==> config.mk <==
export PLATFORM = sky130hd
export DESIGN_NAME = decode_select_leds
export DESIGN_NICKNAME = d
export VERILOG_FILES = /design/src/rtl/decode_select_leds.sv
export SDC_FILE = /design/constraint.sdc
export NUM_CORES = 1
export LEC_CHECK = 0
export ABC_CLOCK_PERIOD_IN_PS = 3250
export CORE_MARGIN = 5
export CORE_UTILIZATION = 42
export CTS_CLUSTER_DIAMETER = 150
export DETAILED_ROUTE_END_ITERATION = 16
export DONT_BUFFER_PORTS = 1
export GPL_ROUTABILITY_DRIVEN = 0
export PLACE_DENSITY_LB_ADDON = 0.1
export SLEW_MARGIN = 20
export SYNTH_ARGS = -nofsm -noshare
export SYNTH_HDL_FRONTEND = slang
export SYNTH_SLANG_ARGS = --single-unit
==> constraint.sdc <==
create_clock -name clk -period 3.25 [get_ports clk]
set_clock_uncertainty 0.1 [all_clocks]
set_input_delay 0.65 -clock clk [delete_from_list [all_inputs] [get_ports clk]]
set_output_delay 0.65 -clock clk [all_outputs]
set_load 0.02 [all_outputs]
==> src/rtl/decode_select_leds.sv <==
// Front-panel LED decoder: turns the frequency, lowpass and highpass select codes into
// one-hot indicators, blinks a group whose selection changed, and applies PWM dimming.

module decode_select_group #(
    parameter int unsigned FLASH_HALF  = 2500000,
    parameter int unsigned FLASH_COUNT = 3
) (
    input  logic clk,
    input  logic reset,
    input  logic change_i,
    output logic show_o,
    output logic flash_o
);
    localparam int unsigned HW = (FLASH_HALF > 1) ? $clog2(FLASH_HALF) : 1;
    localparam int unsigned BW = (FLASH_COUNT > 0) ? $clog2(FLASH_COUNT + 1) : 1;
    localparam logic [HW-1:0] HALF_LAST = HW'(FLASH_HALF - 1);
    localparam logic [BW-1:0] BLINKS    = BW'(FLASH_COUNT);

    typedef enum logic [1:0] {SOLID, FLASH_OFF, FLASH_ON} state_e;

    state_e        state_q, state_d;
    logic [HW-1:0] half_q, half_d;
    logic [BW-1:0] blink_q, blink_d;

    // NOTE: state registers use non-blocking assignment so every flop samples pre-edge values.
    always_ff @(posedge clk) begin
        if (reset) begin
            state_q <= SOLID;
            half_q  <= '0;
            blink_q <= '0;
        end else begin
            state_q <= state_d;
            half_q  <= half_d;
            blink_q <= blink_d;
        end
    end

    // NOTE: every output of this block gets a default first, so no path can infer a latch.
    always_comb begin
        state_d = state_q;
        half_d  = half_q;
        blink_d = blink_q;
        case (state_q)
            FLASH_OFF: begin
                if (half_q == HALF_LAST) begin
                    state_d = FLASH_ON;
                    half_d  = '0;
                end else begin
                    half_d = half_q + 1'b1;
                end
            end
            FLASH_ON: begin
                if (half_q == HALF_LAST) begin
                    half_d  = '0;
                    blink_d = blink_q + 1'b1;
                    state_d = (blink_d == BLINKS) ? SOLID : FLASH_OFF;
                end else begin
                    half_d = half_q + 1'b1;
                end
            end
            default: ;
        endcase
        // A new selection always restarts the blink sequence from the dark half.
        if (change_i && (FLASH_COUNT > 0)) begin
            state_d = FLASH_OFF;
            half_d  = '0;
            blink_d = '0;
        end
        show_o  = (state_d != FLASH_OFF);
        flash_o = (state_d != SOLID);
    end
endmodule

module decode_select_leds #(
    parameter int unsigned FLASH_HALF  = 2500000,
    parameter int unsigned FLASH_COUNT = 3,
    parameter int unsigned PWM_BITS    = 4
) (
    input  logic                clk,
    input  logic                reset,
    input  logic [2:0]          freqSelect,
    input  logic [2:0]          lowpassSelect,
    input  logic [2:0]          highpassSelect,
    input  logic [PWM_BITS-1:0] brightness,
    output logic [15:0]         leds,
    output logic [2:0]          flashing,
    output logic                selErr
);
    logic [2:0]          freq_q, lp_q, hp_q;
    logic [PWM_BITS-1:0] pwm_cnt_q;
    logic [15:0]         leds_q, leds_d;
    logic [2:0]          flashing_q, flash_d;
    logic                sel_err_q, sel_err_d;
    logic [2:0]          change, show;
    logic [15:0]         lit;
    logic                pwm_on;

    assign change = {highpassSelect != hp_q, lowpassSelect != lp_q, freqSelect != freq_q};

    decode_select_group #(.FLASH_HALF(FLASH_HALF), .FLASH_COUNT(FLASH_COUNT)) u_freq (
        .clk(clk), .reset(reset), .change_i(change[0]), .show_o(show[0]), .flash_o(flash_d[0])
    );
    decode_select_group #(.FLASH_HALF(FLASH_HALF), .FLASH_COUNT(FLASH_COUNT)) u_lowpass (
        .clk(clk), .reset(reset), .change_i(change[1]), .show_o(show[1]), .flash_o(flash_d[1])
    );
    decode_select_group #(.FLASH_HALF(FLASH_HALF), .FLASH_COUNT(FLASH_COUNT)) u_highpass (
        .clk(clk), .reset(reset), .change_i(change[2]), .show_o(show[2]), .flash_o(flash_d[2])
    );

    assign pwm_on = (brightness == '1) || (pwm_cnt_q < brightness);

    // Outputs are built from the incoming selects, since the select registers load them this edge.
    always_comb begin
        lit = '0;
        if (show[0]) lit[{1'b0, freqSelect}] = 1'b1;
        if (show[1] && !lowpassSelect[2]) lit[{2'b10, lowpassSelect[1:0]}] = 1'b1;
        if (show[2] && !highpassSelect[2]) lit[{2'b11, highpassSelect[1:0]}] = 1'b1;
        leds_d    = pwm_on ? lit : 16'h0000;
        sel_err_d = lowpassSelect[2] | highpassSelect[2];
    end

    always_ff @(posedge clk) begin
        if (reset) begin
            freq_q     <= '0;
            lp_q       <= '0;
            hp_q       <= '0;
            pwm_cnt_q  <= '0;
            leds_q     <= '0;
            flashing_q <= '0;
            sel_err_q  <= 1'b0;
        end else begin
            freq_q     <= freqSelect;
            lp_q       <= lowpassSelect;
            hp_q       <= highpassSelect;
            pwm_cnt_q  <= pwm_cnt_q + 1'b1;
            leds_q     <= leds_d;
            flashing_q <= flash_d;
            sel_err_q  <= sel_err_d;
        end
    end

    assign leds     = leds_q;
    assign flashing = flashing_q;
    assign selErr   = sel_err_q;
endmodule

## Yosys cells after proc, flatten, opt, wreduce, memory -nomap -nowiden

Cells that the tools add are included.

| cells by class | value |
|---|---|
| add/subtract/negate cells | 7 |
| order comparisons | 7 |
| eq/ne operators | 19 |
| multiplexer cells | 27 |
| bitwise operators | 4 |
| reduce and logical (&&, ||, !) cells | 21 |

Operator list:

| kind | count |
|---|---|
| 22-bit by 1-bit adder with 22-bit output (second input constant) | 3 |
| 22-bit == test (second input constant) | 3 |
| 22-bit two-way mux | 3 |
| 2-bit two-way mux | 9 |
| 16-bit two-way mux | 1 |
| 16-bit bitwise OR | 1 |
| 2-bit OR reduction | 7 |
| 2-bit == test (second input constant) | 6 |
| 12-bit two-way mux | 1 |
| 8-bit by 12-bit bitwise OR with 12-bit output | 1 |
| 2-bit one-hot mux with 2 select lines | 3 |
| 4-bit by 5-bit less-than comparator with 1-bit output (second input constant) | 2 |
| 3-bit != test | 3 |
| 4-bit by 1-bit >= comparator with 1-bit output (second input constant) | 2 |
| 8-bit two-way mux | 1 |
| 2-bit by 1-bit adder with 2-bit output (second input constant) | 3 |
| 2-bit by 1-bit == test with 1-bit output (second input constant) | 3 |
| 1-bit two-way mux | 6 |
| 2-bit by 1-bit != test with 1-bit output (second input constant) | 3 |
| 2-bit AND reduction | 3 |
| 2-bit nonzero test | 3 |
| 1-bit logical AND | 5 |
| 3-bit by 5-bit less-than comparator with 1-bit output (second input constant) | 1 |
| 4-bit by 1-bit adder with 4-bit output (second input constant) | 1 |
| 9 further kinds | 11 |

| storage, ports and cells | value |
|---|---|
| register bits | 111 |
| input port bits | 15 |
| word-level logic and storage cells | 101 |

## Longest topological paths before layout

Gate-level depths: netlist (run 1).

| depth | value |
|---|---|
| depth in word-level cells | 12 |
| mapped depth | 8 |
| depth with buffers taken out | 7 |

## Cells and area by module

Synthesis (run 1) repeated with hierarchy kept, for this count alone.

| unflattened totals | value |
|---|---|
| cell total of the unflattened synthesis | 540 |
| area, all modules | 5376.4 um2 |

By module, submodules not included:

| module | times used | cells an instance | area an instance (um2) |
|---|---|---|---|
| decode_select_group | 3 | 141 | 1372.6 |
| decode_select_leds | 1 | 117 | 1258.7 |

## Worst setup path before layout (run 1)

Ideal clock, no wire load.

| timing | value |
|---|---|
| path kind | register to register |
| from | register u_freq.state_q[0] |
| to | register u_freq.half_q[21] |
| library setup time | 129 ps |
| arrival | 2036 ps |
| slack | 986 ps |
| stages on the path, launching flop included | 9 |
| buffers on the path | 1 |
| path through | dfxtp_1 > inv_1 > ha_1 > clkbuf_1 > nand4b_1 > or3_1 > nor4_1 > xnor2_1 > nor2_1 |

| on the way | value |
|---|---|
| cells in the longest elaborated chain, start to end | 2 |

RTL lines:

| element | line | text |
|---|---|---|
| from (decl) | 21 | `state_e state_q, state_d;` |
| from (signal assigned) | 32 | `state_q <= state_d;` |
| 2-bit by 1-bit == test with 1-bit output / 2-bit == test (equally long branches) | 43 | `case (state_q)` |
| 2-bit OR reduction (no line) * | -- |  |
| to (signal assigned) | 33 | `half_q <= half_d;` |
| to (decl) | 22 | `logic [HW-1:0] half_q, half_d;` |

Mark *: on every way between the ends. The rest lies on a longest branch, timed or not.
A chain may end at the register's enable or synchronous reset.

## Worst setup path in the final report (run 1)

| timing | value |
|---|---|
| from | register u_highpass.state_q[0] |
| to | register leds_q[14] (netlist: leds[14]) |

| on the way | value |
|---|---|
| cells in the longest elaborated chain, start to end | 6 |

RTL lines:

| element | line | text |
|---|---|---|
| from (decl) | 21 |  |
| from (signal assigned) | 32 |  |
| 2-bit == test, or another cell as far along | 43 |  |
| 2-bit one-hot mux with 2 select lines * | 43 |  |
| 2-bit two-way mux * | 64 | `if (change_i && (FLASH_COUNT > 0)) begin` |
| 2-bit by 1-bit != test with 1-bit output * | 69 | `show_o = (state_d != FLASH_OFF);` |
| 1-bit logical AND * | 117 | `if (show[2] && !highpassSelect[2]) lit[{2'b11, highpassSelect[1:0]}] = 1'b1;` |
| 16-bit two-way mux * | 117 |  |
| to (signal assigned) | 136 | `leds_q <= leds_d;` |
| to (decl) | 91 | `logic [15:0] leds_q, leds_d;` |

Marks and branches as above.

==> summary.md, run 1 <==
| Metric | Value |
|---|---|
| Slew Viols, Final | 0 |
| First-pass GRT wire length | 16990 um |
| Crit path DAT | approximately 2700 ps |
| Startpoint types | flip-flop |
| Vias in the first global route | 3462 |
| Int Pwr | ~2.1 mW |
| Initial Util | 0.4334 |
| Comb pwr share | 0.040 |
| Drc violations | 0 |
| Worst-margin pin slew | 774.2 ps |
| ANT nets after route | 0 |
| Post-CTS Setup Bufs | 0 |
| Hold slack | 264.9 ps |
| Req. time, crit path | 3370 ps |
| Tcrit/Tclk final | 0.7883 |
| GRT overflow | 0 |
| Area of the core | 0.01152 mm^2 |
| Crit Path Category | reg -> reg |
| DR pass1 iterations | 4 |
| Area Overhead vs Synth | 9.551% |
| Clock root cell | clkbuf_16 |
| Max_cap viols | 0 |
| CTS Sinks | around 110 |
| Share of post-route cells with drive strength above 1 | 0.05776 |
| Post-synth EDFFs | 0 |
| Run status | complete, no violations |
| IO Pins | 35 |
| Antenna diode instance count | 0 |
| Final count of hold timing violations | 0 |
| Most used DFF post-synth | dfxtp_1 |
| Reg2reg end | leds[14]$_SDFF_PP0_ |
| Clock Pin Slew Worst Setup and Hold Paths | 70 ps |
| Post-Synthesis Cells | roughly 550 |
| NetSw | 0.5489 mW |
| Mux cell area share after synthesis | 0.01078 |
| Max VDD drop | between 0.2 and 0.3 mV |
| Total GRT Usage | 0.1442 |
| Post-Syn Nets | 580 |
| Chip height | 119.0 um |
| Grt met3 use | 0.05213 |
| Synth Area in Compound Gates | 0.06067 |
| CP startpoint | u_highpass.state_q[0]$_SDFF_PP0_ |
| Post-synthesis adder-cell area fraction | 0.04011 |
| Flop and latch count out of synthesis | 111 |
| Syn avg cell area | 9.091 um^2 |
| Reg2Reg Depth | 7 |
| DP HPWL | 6843 um |
| Setup crit end kind | flip-flop |
| Switching part of the total power | 0.2046 |
| Met2 Use GR | 0.2169 |
| H-tree depth | 3 |
| Final setup fails | 0 |
| CTS tree | yes |
| Post-CTS sizing | 0 |
| Total die area | around 0.014 mm^2 |
| Clock power share | 0.440 |
| Final WL | ~9600 um |
| Worst flop-to-flop path startpoint | u_highpass.state_q[0]$_SDFF_PP0_ |
| Max Freq | 390.3 MHz |
| Worst slew margin | 0.4691 |
| Die X | 119.0 um |
| Crit-path max FO | 9 |
| Pwr dens | around 490 mW/mm^2 |
| Vias/cell | 5.247 |
| Clock Tree Buf Depth | 2 |
| Final nets | 582 |
| Number of antenna violations at the first check in global routing | 0 |
| Cts hold-fix bufs | 0 |
| Hold Path Class | in -> reg |
| Static Leak | 1.803 nW |
| Sequential power share | 0.520 |
| Reg2Reg Setup Slack | 690 ps |
| Final TNS setup | 0 ps |
| Via Count | 3657 |
| RSZ-0062 raised after global routing | no |
| DR iter-0 viols | around 160 |
| Synth Warn # | 0 |
| Post-synthesis xor/xnor area fraction | 0.1351 |
| Distinct cells, synth | 52 |
| Global route hottest layer | met2 |
| Main combinational cell family by area after synthesis | simple AND/OR/NAND/NOR gates |
| Sequential fraction of the synthesis area | 0.4452 |
| Routed len/inst | 13.79 um |
| Post-synthesis cell area | 0.004991 mm^2 |
| Buffers added on ports | 0 |
| Post-Synth Simple-Gate Area | 0.2795 |
| Crit path capture | leds[14]$_SDFF_PP0_ |
| Clock Latency Late Sink | between 300 and 400 ps |
| Async set-reset flop share out of synthesis | 0 |
| Time the worst path needs with I/O delays and setup | 2562 ps |
| Largest net degree at the start of global routing | 31 |
| Rows | 39 |
| TritonCTS Buffers | 9 |
| Met1 Track Usage GR | 0.1917 |
==> critical path, stage by stage (launching register included) <==
cell and delay [ps]:
dfxtp_1 330, inv_1 70, ha_1 420, nor2b_1 370
nand3_1 210, a2111oi_2 360, nor2_1 160, a2111oi_0 410
==> cell usage in the layout, fill, tap and decap left out, types with 2 or more instances in the layout <==
| cell | Yosys | final |
|---|---|---|
| a31oi_1 | 3 | 3 |
| bufinv_16 | 0 | 2 |
| or2_2 | 4 | 4 |
| or3_1 | 3 | 3 |
| and3_1 | 9 | 9 |
| and4b_1 | 2 | 2 |
| xor2_1 | 32 | 32 |
| and3b_1 | 3 | 3 |
| nor3_1 | 19 | 19 |
| mux2i_1 | 4 | 4 |
| dfxtp_1 | 111 | 111 |
| buf_4 | 0 | 4 |
| o31ai_1 | 2 | 2 |
| a2111oi_0 | 8 | 8 |
| and4_1 | 5 | 5 |
| clkbuf_8 | 0 | 2 |
| a211oi_1 | 7 | 7 |
| o21ai_1 | 2 | 3 |
| ha_1 | 16 | 16 |
| nor4_1 | 7 | 7 |
| clkbuf_16 | 0 | 9 |
| a21oi_1 | 3 | 3 |
| nand4b_1 | 4 | 4 |
| a21boi_0 | 2 | 2 |
| nand4_1 | 19 | 19 |
| nor2_1 | 97 | 97 |
| a2111oi_2 | 2 | 2 |
| xnor2_1 | 45 | 45 |
| nand2b_1 | 8 | 8 |
| nand2_1 | 29 | 29 |
| inv_1 | 22 | 22 |
| nor4b_1 | 4 | 4 |
| nor2b_1 | 13 | 13 |
| a2111oi_1 | 2 | 2 |
| nor3b_1 | 4 | 4 |
| nand3_1 | 28 | 28 |
==> metrics by stage <==
step	std cells	worst slack [ps]	util	power (mW)	cell area [um^2]
finish	697	688.1	0.4748	2.682	5468
global route	697	355.2	0.4748	2.798	5468
floorplan	549	985.8	-	1.517	4991
CTS	697	681.8	0.4748	2.731	5468
detailed placement	683	698.1	0.4470	1.534	5147
global placement	683	856.7	0.4470	1.533	5147
==> per-layer routing <==
layer	vias to the layer above	wire, um	share of wire
met3	13	563	0.059
met2	72	4250	0.44
met4	0	159	0.017
met5	-	0	0
li1	1890	-	-
met1	1682	4635	0.48
==> area by class of cell <==
class,count,area (um^2)
fillers,1128,6048
multi-input cells,403,2634
flip-flops and latches,111,2222
clock buffers,11,252.7
well taps,143,178.9
inverters,22,82.58
clock inverters,3,67.56
repair buffers,4,30.03
==> cell usage after synthesis (3+ instances only) <==
cell / n / area (um^2)
dfxtp_1: 111 / 2222
nand2_1: 29 / 108.9
nand2b_1: 8 / 50.05
a211oi_1: 7 / 52.55
and3_1: 9 / 56.30
nand3_1: 28 / 140.1
a31oi_1: 3 / 18.77
a2111oi_0: 8 / 70.07
nor3_1: 19 / 95.09
nand4b_1: 4 / 35.03
nor4b_1: 4 / 35.03
nor2b_1: 13 / 81.33
nor2_1: 97 / 364.1
and3b_1: 3 / 26.28
nor4_1: 7 / 43.79
and4_1: 5 / 43.79
xor2_1: 32 / 280.3
or2_2: 4 / 25.02
or3_1: 3 / 18.77
ha_1: 16 / 200.2
buf_2: 3 / 15.01
mux2i_1: 4 / 40.04
a21oi_1: 3 / 15.01
nand4_1: 19 / 118.9
inv_1: 22 / 82.58
nor3b_1: 4 / 30.03
xnor2_1: 45 / 394.1
clkbuf_1: 8 / 30.03
==> logic make-up (layout without fill, tap and decap cells) <==
kind of cell    after synthesis  count (layout)
xor+xnor                     77              77
fa+ha+maj                    16              16
mux                           5               5
flops                       111             111
compound gates               38              38
simple gates                267             267
buf+inv                      35              40
==> power by group through the flow <==
stage	combinational (mW)	sequential, mW	clock [mW]
floorplan	0.0930	1.42	0
global placement	0.106	1.43	0
detailed placement	0.107	1.43	0
CTS	0.108	1.40	1.23
global route	0.121	1.40	1.28
finish	0.107	1.40	1.18
==> flip-flops by register name (all words and copies together) (netlist names) <==
| signal | cells |
|---|---|
| u_lowpass.blink_q | 2 |
| u_lowpass.state_q | 2 |
| flashing | 3 |
| u_freq.state_q | 2 |
| u_lowpass.half_q | 22 |
| leds | 16 |
| freq_q | 3 |
| u_freq.half_q | 22 |
| pwm_cnt_q | 4 |
| u_highpass.state_q | 2 |
| lp_q | 3 |
| selErr | 1 |
| u_highpass.blink_q | 2 |
| u_freq.blink_q | 2 |
| u_highpass.half_q | 22 |
| hp_q | 3 |
==> worst min-delay path by stage <==
stage                                  startpoint  cells after the start  slack (ps)                      end
after floorplan           pwm_cnt_q[0]$_SDFF_PP0_                      1         330  pwm_cnt_q[0]$_SDFF_PP0_
after global placement    pwm_cnt_q[0]$_SDFF_PP0_                      1         350  pwm_cnt_q[0]$_SDFF_PP0_
after detailed placement  pwm_cnt_q[0]$_SDFF_PP0_                      1         350  pwm_cnt_q[0]$_SDFF_PP0_
after CTS                                   reset                      1         250       lp_q[1]$_SDFF_PP0_
after global routing             lowpassSelect[2]                      1         240       leds[9]$_SDFF_PP0_
final                            lowpassSelect[2]                      1         260       leds[9]$_SDFF_PP0_
Power figures use the tool's default switching activity.
==> inputs of run 2 (changes only) <==
Settings changed: ABC_AREA set to 1, ABC_CLOCK_PERIOD_IN_PS 3250 to 2300.
Clock period 3.25 ns to 2.3 ns, I/O delays scaled along.
==> summary.md, run 2 <==
| Metric | Value |
|---|---|
| Largest net degree at the start of global routing | 24 (-23%) |
| Post-CTS Setup Bufs | 0 (unchanged) |
| Total die area | 0.01559 mm^2 (+10%) |
| CP startpoint | u_highpass.state_q[0]$_SDFF_PP0_ |
| Reg2Reg Setup Slack | 260 ps (-430 ps) |
| DR iter-0 viols | 293 (+85%) |
| WL met1 | 5580 um (+20%) |
| Slew Viols, Final | 0 (unchanged) |
| GRT overflow | 0 (unchanged) |
| Routed len/inst | 12.30 um (-11%) |
| Post-CTS sizing | 0 (unchanged) |
| Total GRT Usage | 0.1599 (+0.01572) |
| Clock root cell | clkbuf_16 |
| Crit-path max FO | 9 (unchanged) |
| Time the worst path needs with I/O delays and setup | 2040 ps (-521.8 ps) |
| Top cells by area, synth | dfxtp_1, nand2_1, nor2_1 |
| Synth Warn # | 0 (unchanged) |
| Vias/cell | 4.903 (-6.6%) |
| Final count of hold timing violations | 0 (unchanged) |
| Worst flop-to-flop path startpoint | u_highpass.state_q[0]$_SDFF_PP0_ |
| Final core occ | 0.4639 (-0.01094) |
| Tcrit/Tclk final | 0.8870 (+0.09875) |
| Die X | 124.8 um (+4.9%) |
| Post-synthesis cell area | 0.005539 mm^2 (+11%) |
| Area leader, netlist | dfxtp_1 |
| Distinct cells, synth | 39 (-25%) |
| Run status | complete, no violations |
| RSZ-0062 raised after global routing | no |
| Hold slack | 59.09 ps (-205.8 ps) |
| Endpoint, Worst Hold | lp_q[1]$_SDFF_PP0_ |
| TritonCTS Buffers | 9 (unchanged) |
| Area Overhead vs Synth | 9.578% (about the same) |
| Drc violations | 0 (unchanged) |
| Worst Hold Path Cells | 1 (unchanged) |
| Chip height | 124.8 um (+4.9%) |
| Max VDD drop | 0.3903 mV (+31%) |
| Final TNS setup | 0 ps (unchanged) |
| CTS Sinks | 111 (unchanged) |
| CTS tree | yes |
| Sequential fraction of the synthesis area | 0.4012 (-0.04405) |
| Worst-margin pin slew | 450.5 ps (-323.7 ps) |
| WL met3 | 582 um (+3.4%) |
| Pwr dens | 607.8 mW/mm^2 (+24%) |
| DR top layer | met4 |
| Met2 routed WL | 5569 um (+31%) |
| Clock Latency Late Sink | 360 ps (about the same) |
| Clock Pin Slew Worst Setup and Hold Paths | 80 ps (about the same) |
| ANT nets after route | 0 (unchanged) |
| Most used DFF post-synth | dfxtp_1 |
| Most frequent cells in the layout | nand2_1, nor2_1, dfxtp_1, inv_1, nand3_1 |
| Static Leak | 2.337 nW (+30%) |
| Final WL | 11910 um (+24%) |
| DP HPWL | 9276 um (+36%) |
| Via Count | 4751 (+30%) |
| DR pass1 iterations | 5 (+1) |
| Area of the core | 0.01309 mm^2 (+14%) |
| First-pass GRT wire length | 21060 um (+24%) |
| Hold Path Class | in -> reg |
| Clock Tree Buf Depth | 2 (unchanged) |
| Async set-reset flop share out of synthesis | 0 (unchanged) |
| Top-area cell type share of the netlist area | 0.4012 (-0.04405) |
| Worst slew margin | 0.6969 (+0.2278) |
| Vias in the first global route | 4653 (+34%) |
| Final setup fails | 0 (unchanged) |
| Hold Crit Start | reset |
| Final nets | 819 (+41%) |
| Biggest regs | u_freq.half_q: 22 flops, u_highpass.half_q: 22 flops, u_lowpass.half_q: 22 flops |
| IO Pins | 35 (unchanged) |
| Startpoint types | flip-flop |
| Share of post-route cells with drive strength above 1 | 0.08953 (+0.03177) |
| Antenna diode instance count | 0 (unchanged) |
| Cts hold-fix bufs | 0 (unchanged) |
| Post-synth EDFFs | 0 (unchanged) |
| Req. time, crit path | 2490 ps (-880 ps) |
| Crit Path Category | reg -> reg |
| Reg2reg end | u_highpass.half_q[17]$_SDFFE_PP0N_ |
| Rows | 42 (+7.7%) |
| Flop and latch count out of synthesis | 111 (unchanged) |
| Number of antenna violations at the first check in global routing | 0 (unchanged) |
| Reg2Reg Depth | 9 (+2) |
| Initial Util | 0.4233 (-0.01009) |
| Syn avg cell area | 7.120 um^2 (-22%) |
| Post-Syn Nets | 809 (+39%) |
| Post-Synthesis Cells | 778 (+42%) |
| Max Freq | 490.2 MHz (+26%) |
| H-tree depth | 3 (unchanged) |
| Crit path DAT | 2230 ps (-450 ps) |
| Max_cap viols | 0 (unchanged) |
| Setup crit end kind | flip-flop |
| Commonest cells in the netlist | nand2_1, nor2_1, dfxtp_1 |
| Buffers added on ports | 0 (unchanged) |
run 2: cells by family after synthesis:
kind of cell / synth area share
DFF: 0.4012
buffers and inverters: 0.08561
xor gates and xnor gates: 0.05850
adders and majority gates: 0.03614
AOI/OAI and AO/OA: 0.05805
and+or+nand+nor: 0.3605
run 2: per-layer routing:
metal,vias to the layer above,global-route usage
met5,-,0
met4,0,0.04656
met3,14,0.04974
met2,75,0.2643
met1,2167,0.2011
li1,2495,-
run 2: worst max path at each step:
| stage | to | slack [ps] |
|---|---|---|
| after floorplan | u_freq.half_q[20]$_SDFFE_PP0N_ | 520 |
| after global placement | u_highpass.half_q[17]$_SDFFE_PP0N_ | 330 |
| after detailed placement | u_highpass.half_q[11]$_SDFFE_PP0N_ | 260 |
| after CTS | u_highpass.half_q[11]$_SDFFE_PP0N_ | 240 |
| after global routing | u_highpass.half_q[11]$_SDFFE_PP0N_ | 50 |
| final | u_highpass.half_q[17]$_SDFFE_PP0N_ | 260 |
run 2: power breakdown:
part / leakage (nW) / total (mW) / internal (mW) / switching [mW]
Clock: 0.140 / 1.55 / 0.769 / 0.779
Sequential: 0.900 / 1.97 / 1.95 / 0.0239
Combinational: 1.30 / 0.171 / 0.0628 / 0.108
Total: 2.34 / 3.69 / 2.78 / 0.911
run 2: layout make-up:
| cell class | instances | area [um^2] |
|---|---|---|
| tap | 176 | 220.2 |
| clock inverter | 6 | 63.81 |
| multi-input combinational | 544 | 2843 |
| inverter | 113 | 424.2 |
| timing repair buffer | 9 | 67.56 |
| fill | 1313 | 7015 |
| clock buffer | 10 | 229.0 |
| sequential | 111 | 2222 |
run 2: through the flow:
step | instance area (um^2) | std cells | power (mW) | setup slack [ps]
2_1_floorplan | 5539 | 778 | 2.145 | 521.8
3_3_place_gp | 5777 | 953 | 2.185 | 329.6
3_5_place_dp | 5777 | 953 | 2.190 | 258.4
4_1_cts | 6070 | 969 | 3.757 | 243.6
5_1_grt | 6070 | 969 | 3.867 | 52.66
6_report | 6070 | 969 | 3.689 | 259.8
run 2: critical path: stages (launching register included):
cell and delay [ps]:
dfxtp_1 340, inv_1 70, ha_1 380, inv_2 190
nand2_1 130, nor2_1 130, nand2_1 150, nor3_1 240
o21ai_0 110, a21oi_1 120
==> inputs of run 3 (changes only) <==
Settings changed: ABC_CLOCK_PERIOD_IN_PS 2300 to 1850.
Clock period 2.3 ns to 1.85 ns, I/O delays scaled along.
==> summary.md, run 3 (same netlist as run 2, synthesis figures left out) <==
| Metric | Value |
|---|---|
| Run status | complete, no violations |
| Final nets | 860 (+5.0%) |
| Time the worst path needs with I/O delays and setup | 1730 ps (-309.7 ps) |
| Max VDD drop | 0.5314 mV (+36%) |
| Req. time, crit path | 2010 ps (-480 ps) |
| CTS tree | yes |
| Tcrit/Tclk final | 0.9354 (+0.04837) |
| Worst-margin pin slew | 653.2 ps (+202.6 ps) |
| Most common cell after layout, fill and taps aside | nand2_1 |
| TritonCTS Buffers | 9 (unchanged) |
| DP HPWL | 9549 um (+2.9%) |
| Rows | 42 (unchanged) |
| Fillers | 1308 (-0.38%) |
| First-pass GRT wire length | 21470 um (+1.9%) |
| Via Count | 4925 (+3.7%) |
| Crit path DAT | 1890 ps (-340 ps) |
| DR iter-0 viols | 218 (-26%) |
| Area of the core | 0.01309 mm^2 (unchanged) |
| Final setup fails | 0 (unchanged) |
| Static Leak | 2.573 nW (+10%) |
| Area Overhead vs Synth | 18.21% |
| Vias in the first global route | 4718 (+1.4%) |
| Biggest regs | u_freq.half_q: 22 flops, u_highpass.half_q: 22 flops, u_lowpass.half_q: 22 flops |
| Number of antenna violations at the first check in global routing | 0 (unchanged) |
| Antenna diode instance count | 0 (unchanged) |
| Total die area | 0.01559 mm^2 (unchanged) |
| Clock Pin Slew Worst Setup and Hold Paths | 80 ps (about the same) |
| Buffers added on ports | 0 (unchanged) |
| Met2 routed WL | 6120 um (+9.9%) |
| Final count of hold timing violations | 0 (unchanged) |
| Setup crit end kind | flip-flop |
| CTS Sinks | 111 (unchanged) |
| Clock root cell | clkbuf_16 |
| Final core occ | 0.5004 (+0.03653) |
| H-tree depth | 3 (unchanged) |
| Clock Tree Buf Depth | 2 (unchanged) |
| Clock Latency Late Sink | 350 ps (about the same) |
| Final TNS setup | 0 ps (unchanged) |
| Register Area | 0.002237 mm^2 (+0.68%) |
| Final WL | 12680 um (+6.4%) |
| Pwr dens | 709.9 mW/mm^2 (+17%) |
| Crit Path Category | reg -> reg |
| Initial Util | 0.4233 (unchanged) |
| Max Freq | 577.9 MHz (+18%) |
| Most frequent cells in the layout | nand2_1, nor2_1, inv_1, dfxtp_1, buf_4 |
| Hold Path Class | in -> reg |
| Share of post-route cells with drive strength above 1 | 0.1715 (+0.08193) |
| IO Pins | 35 (unchanged) |
| DR pass1 iterations | 5 (unchanged) |
| Largest net degree at the start of global routing | 21 (-13%) |
| ANT nets after route | 0 (unchanged) |
| Die X | 124.8 um (unchanged) |
| Drc violations | 0 (unchanged) |
| Slew Viols, Final | 0 (unchanged) |
| Max_cap viols | 0 (unchanged) |
| WL met3 | 549 um (-5.7%) |
| DR top layer | met4 |
| GRT overflow | 0 (unchanged) |
| Vias/cell | 4.876 (-0.55%) |
| Area of the multi-input gates | 0.002984 mm^2 (+5.0%) |
| Chip height | 124.8 um (unchanged) |
| Crit-path max FO | 4 (-5) |
| Total GRT Usage | 0.1642 (+0.004273) |
| Worst slew margin | 0.5631 (-0.1338) |
| Routed len/inst | 12.55 um (+2.1%) |
| WL met1 | 5876 um (+5.3%) |
| Startpoint types | flip-flop |
run 3: changes by cell type in the layout (fill, tap and decap cells not counted), sizes merged:
cell         change
buf             +37
dlygate4sd3      +4
clkinv           +3
inv              -2
clkinvlp         -1
run 3: repair_timing:
item                       in CTS  in global routing
hold endpoints to repair       19                  1
pin swaps                       0                 13
setup buffers                   0                  6
gates resized for setup         3                 41
setup endpoints to repair       4                 55
hold buffers                    3                  1
run 3: where the power goes:
part           internal (mW)  total (mW)  switching, mW
Combinational          0.113       0.269          0.156
Sequential              2.42        2.45         0.0310
Clock                  0.954        1.93          0.972
run 3: critical path, stage by stage (launching register included):
cell and delay [ps]:
dfxtp_2 340, inv_2 50, ha_4 250, nor3_4 190, nand3_2 110, nor2_2 140
nand2_2 110, nor2_2 120, nand4_1 90, nand2_1 80, nor2_1 40
run 3: worst paths after layout:
kind	to	slack [ps]	startpoint	cells after the start
setup reg to reg	u_freq.half_q[17]$_SDFFE_PP0N_	120	u_freq.state_q[0]$_SDFF_PP0_	10
hold reg to reg	pwm_cnt_q[0]$_SDFF_PP0_	370	pwm_cnt_q[0]$_SDFF_PP0_	1
setup / recovery	u_freq.half_q[17]$_SDFFE_PP0N_	120	u_freq.state_q[0]$_SDFF_PP0_	10
hold / removal	flashing[1]$_SDFF_PP0_	30	reset	1
run 3: final cells by class:
| type | instances | share of cell area |
|---|---|---|
| Clock inverter | 6 | 0.01032 |
| Multi-Input combinational cell | 544 | 0.4558 |
| Timing Repair Buffer | 50 | 0.05886 |
| Clock buffer | 10 | 0.03497 |
| Sequential cell | 111 | 0.3417 |
| Tap cell | 176 | 0.03363 |
| Inverter | 113 | 0.06478 |
run 3: stage by stage:
| step | std cells | setup WS (ps) | hold WS (ps) | power (mW) | instance area (um^2) |
|---|---|---|---|---|---|
| 6_report | 1010 | 119.5 | 29.43 | 4.648 | 6548 |
| 5_1_grt | 1010 | -12.96 | 12.96 | 4.882 | 6548 |
| 4_1_cts | 1003 | 27.87 | 1.498 | 4.709 | 6364 |
| 3_5_place_dp | 984 | -35.37 | 344.5 | 2.750 | 6010 |
| 3_3_place_gp | 984 | 23.33 | 340.2 | 2.742 | 6010 |
| 2_1_floorplan | 778 | 71.83 | 327.0 | 2.667 | 5539 |
run 3: layer usage:
layer,global-route usage,vias up
li1,-,2580
met1,0.2002,2248
met2,0.2869,85
met3,0.04202,12
met4,0.04528,0
met5,0,-
